**src/rtl/tdm_pkg.sv**
```systemverilog
// Shared types and constants for the receive-side TDM demultiplexer.
package tdm_pkg;

    typedef enum logic [1:0] {
        HUNT,
        ACQ,
        LOCK
    } state_t;

    localparam int SLOT_W = 3;
    localparam int N_CH   = 8;

endpackage

```
**src/rtl/tdm_demux8.sv**
```systemverilog
// 1:8 TDM demultiplexer: tracks frame alignment from slot-0 sync marks
// and rebuilds eight single-bit channels into a registered parallel word.
module tdm_demux8 #(
    parameter int MAX_MISS = 1
) (
    input  logic            clk,
    input  logic            rst_n,
    input  logic            din,
    input  logic            din_valid,
    input  logic            sync_in,
    output logic [8-1:0]    y,
    output logic            frame_valid,
    output logic            locked,
    output logic            sync_err
);
    import tdm_pkg::*;

    localparam logic [SLOT_W-1:0] SLOT_0   = '0;
    localparam logic [SLOT_W-1:0] SLOT_1   = SLOT_W'(1);
    localparam logic [SLOT_W-1:0] SLOT_7   = SLOT_W'(N_CH - 1);
    localparam logic [2:0]        MISS_LIM = 3'(MAX_MISS);

    state_t              state;
    logic [SLOT_W-1:0]   slot;
    logic [2:0]          miss;
    logic [N_CH-2:0]     hold;
    logic [2:0]          miss_inc;
    logic                early_sync;

    assign miss_inc   = miss + 3'd1;
    assign early_sync = sync_in && (slot != SLOT_0);

    always_ff @(posedge clk) begin
        if (!rst_n) begin
            state       <= HUNT;
            slot        <= SLOT_0;
            miss        <= 3'd0;
            hold        <= '0;
            y           <= '0;
            frame_valid <= 1'b0;
            locked      <= 1'b0;
            sync_err    <= 1'b0;
        end else begin
            frame_valid <= 1'b0;
            sync_err    <= 1'b0;
            if (din_valid) begin
                unique case (state)
                    HUNT: begin
                        if (sync_in) begin
                            hold[0] <= din;
                            slot    <= SLOT_1;
                            miss    <= 3'd0;
                            state   <= ACQ;
                        end
                    end
                    ACQ, LOCK: begin
                        // A mark off slot 0 restarts the frame on this beat
                        if (early_sync) begin
                            sync_err <= 1'b1;
                            hold[0]  <= din;
                            slot     <= SLOT_1;
                            miss     <= 3'd0;
                            locked   <= 1'b0;
                            state    <= ACQ;
                        end else if (slot == SLOT_0) begin
                            if (sync_in) begin
                                miss    <= 3'd0;
                                hold[0] <= din;
                                slot    <= SLOT_1;
                            end else if (miss_inc >= MISS_LIM) begin
                                sync_err <= 1'b1;
                                miss     <= 3'd0;
                                locked   <= 1'b0;
                                state    <= HUNT;
                            end else begin
                                miss    <= miss_inc;
                                hold[0] <= din;
                                slot    <= SLOT_1;
                            end
                        end else if (slot == SLOT_7) begin
                            y           <= {din, hold};
                            frame_valid <= 1'b1;
                            slot        <= SLOT_0;
                            if (state == ACQ) begin
                                miss   <= 3'd0;
                                locked <= 1'b1;
                                state  <= LOCK;
                            end
                        end else begin
                            hold[slot] <= din;
                            slot       <= slot + SLOT_1;
                        end
                    end
                    default: state <= HUNT;
                endcase
            end
        end
    end

endmodule

```
**config.mk**
```make
export PLATFORM = sky130hd
export DESIGN_NAME = tdm_demux8
export DESIGN_NICKNAME = d
export VERILOG_FILES = /design/src/rtl/tdm_pkg.sv /design/src/rtl/tdm_demux8.sv
export SDC_FILE = /design/constraint.sdc
export NUM_CORES = 1
export LEC_CHECK = 0
export CORE_MARGIN = 2
export CORE_UTILIZATION = 42
export DETAILED_ROUTE_END_ITERATION = 10
export PLACE_DENSITY = 0.74
export REMOVE_ABC_BUFFERS = 1
export SLEW_MARGIN = 40
export SYNTH_ARGS = -nofsm -noshare
export SYNTH_HDL_FRONTEND = slang
export SYNTH_SLANG_ARGS = --single-unit
```
**constraint.sdc**
```tcl
create_clock -name clk -period 2 [get_ports clk]
set_input_delay 0.4 -clock clk [delete_from_list [all_inputs] [get_ports clk]]
set_output_delay 0.4 -clock clk [all_outputs]
set_load 0.02 [all_outputs]
```
==> impl_metrics.tcl <==
set metrics [dict create \
    hold_path_class "flop to flop" \
    yosys.area_share.simple_pct 23.1 \
    die_w_microns 59.1 \
    cts-root-buf "clkbuf_4" \
    synth_common_cells "dfxtp_1, mux2i_1, nand2_1" \
    timing.hold.ws_ns 0.453 \
    grt_setup_unrepaired "yes" \
    p_seq_share_pct 61.2 \
    drt_iter0_markers 48 \
    ant_nets 0 \
    critPathTopFamily "compound AO/OA/AOI/OAI gates" \
    dp.cells 187 \
    clk_latency_ns 0.33 \
    yosysMostFrequentCell "dfxtp_1" \
    synthAdderAreaFrac_pct 8.83 \
    first_global_vias 1036 \
    synthXorXnorAreaFrac_pct 0.687 \
    required_ns 2.22 \
    vias 1022 \
    io_pins 16 \
    cts_tree "yes" \
    setup_viol_count_final 0 \
    yosys_register_bits 26 \
    synth_top_family_by_area "simple AND/OR/NAND/NOR gates" \
    synthMuxAreaShare_pct 14.1 \
    firstDrtPassIters 4 \
    syn_inst 136 \
    grt_pass1_wl_mm 4.40 \
    clock-sinks 26 \
    vdd_drop_max_uv 416 \
    dieArea_sq_um 3490 \
    pwr-share-clk_pct 25.0 \
    wire_per_inst_microns 13.1 \
    core_sq_um 2830 \
    p_sw_mw 0.225 \
    overflow 0 \
    path_cells "inv_1 > ha_1 > nor2b_1 > o311ai_0 > a31oi_1 > mux2i_1" \
    syn2layout_area_growth_pct 23.7 \
    ys_warn_count 0 \
    finalCritPeriodShare_pct 98.1 \
    cts_buffer_depth 2 \
    grt_use_total_pct 16.2 \
    slowest_delay_ns 0.55 \
    routed_wl_mm 2.48 \
    cts_hold_buffers 0 \
    synth_edf_count 0 \
    post_cts_buffers 0 \
    synth_compound_area_share_pct 8.34 \
    stdcell_count 190 \
    yosys.area.top_type_share_pct 40.8 \
    cellPowerDensity_nw_per_um2 553 \
    fin_nets 175 \
    syn_area_sq_um 1270 \
    grt_max_degree 18 \
    crit_fanout 7 \
    p_comb_share_pct 13.7 \
    yosysSeqAreaShare_pct 40.8 \
    worst_clock_skew_ns 0.0162 \
    hold_violations 0 \
    cts_buffers 3 \
    synth_area_leaders "dfxtp_1, mux2i_1, ha_1, nand2_1, nor2_1" \
    crit_buf_inv 1 \
    slowest_stage "o311ai_0" \
    drive_above_1_share_pct 13.2 \
    maxCapViolations 0 \
    critPathKind "flop to flop" \
    drc 0 \
    rows 19 \
    start_kind "flop" \
    worstPathArrival_ns 2.19 \
    async_flop_share_pct 0 \
    slew_headroom_pct 59.2 \
    max_freq_ghz 0.510 \
    synth_cell_types 32 \
    cts_max_level 1 \
    die_h_microns 59.1 \
    path_clk_slew_ns 0.14 \
    p_int_mw 0.646 \
    viasPerCell 5.38 \
    yosys.area.top_type "dfxtp_1" \
    drv_slew 0 \
    place_congestion 0.885 \
    diodes 0 \
    swShare_pct 25.9 \
    tightest_slew_ns 0.605 \
    io_buffers 15 \
    start_util_pct 45.1 \
    p_leak_nw 0.624 \
    hpwl_mm 1.82 \
    synth_ff_type "dfxtp_1" \
    antenna_found_initial 0 \
    syn_avg_cell_area_sq_um 9.37 \
    worstSetupEndpointType "flop" \
    fin_util_pct 55.7 \
    power_mw 0.872 \
    finalWorstPathRequiredPeriod_ns 1.96 \
    status "completed" \
    postCtsResizedCells 0 \
]
## final cells by class
type                       count  area [sq um]
inverter                      11          41.3
fill                         243          1250
timing repair buffer          23           223
sequential                    26           522
tap                           31          38.8
clock buffer                   3          22.5
multi-input combinational     96           729
## metal layers
metal	track usage, %	up-vias	routed length [microns]
li1	-	521	-
met1	20.6	473	1150
met2	26.8	26	1160
met3	4.80	2	151
met4	3.90	0	18
met5	0	-	0
## worst reg2reg max path: stages (launching register included)
cell,delay (ns)
dfxtp_2,0.43
inv_1,0.12
ha_1,0.23
nor2b_1,0.19
o311ai_0,0.55
a31oi_1,0.19
mux2i_1,0.16
## layout by cell type (no fill, tap or decap), types with 2 or more instances in the layout
master           synthesis  layout
mux2i_1                 18      18
nor2b_1                  2       2
a211oi_1                 2       2
nor2_1                  12      12
nor4_1                   5       3
ha_1                     9       9
nand3_1                  4       4
nor3_1                   2       2
a31oi_1                  2       2
or4_1                    3       3
nor4_2                   0       2
dfxtp_1                 26      25
buf_4                    0       7
nand2_1                 16      16
clkdlybuf4s50_1          0      15
inv_1                   11      11
clkbuf_4                 0       3
a21o_1                   2       2
a21oi_1                  2       2
## power groups by stage
stage                     Clock (mW)  Combinational (mW)  Sequential (mW)
after floorplan                    0              0.0699            0.544
after global placement             0               0.112            0.544
after detailed placement           0               0.114            0.544
after CTS                      0.229               0.115            0.533
after global routing           0.246               0.132            0.536
final                          0.218               0.120            0.534
## final timing paths
path	from	to	slack, ns	depth (start not counted)
setup / recovery	slot[0]	state[0]	0.04	6
hold / removal	miss[2]	miss[2]	0.45	2
setup reg to reg	slot[0]	state[0]	0.04	6
hold reg to reg	miss[2]	miss[2]	0.45	2
## sequential cells by signal, indices dropped and copies added, names as in the netlist
register	cells
hold	7
y	8
miss	3
slot	3
sync_err	1
state	2
locked	1
frame_valid	1
## stage by stage
| step | cell area [sq um] | setup TNS, ns | worst slack [ns] |
|---|---|---|---|
| final | 1580 | 0 | 0.0382 |
| after global routing | 1580 | -0.0914 | -0.0446 |
| after CTS | 1550 | 0 | 0.0404 |
| after detailed placement | 1530 | 0 | 0.00652 |
| after global placement | 1530 | 0 | 0.0205 |
| after floorplan | 1260 | 0 | 0.254 |
## cell families (layout without fill, tap and decap cells)
kind of cell / Yosys count / count (layout)
adders and majority gates: 9 / 9
xor gates and xnor gates: 1 / 1
DFF: 26 / 26
muxes: 18 / 18
AOI/OAI and AO/OA: 15 / 15
and+or+nand+nor: 53 / 53
buffers and inverters: 14 / 37
(Power assumes the default switching activity.)
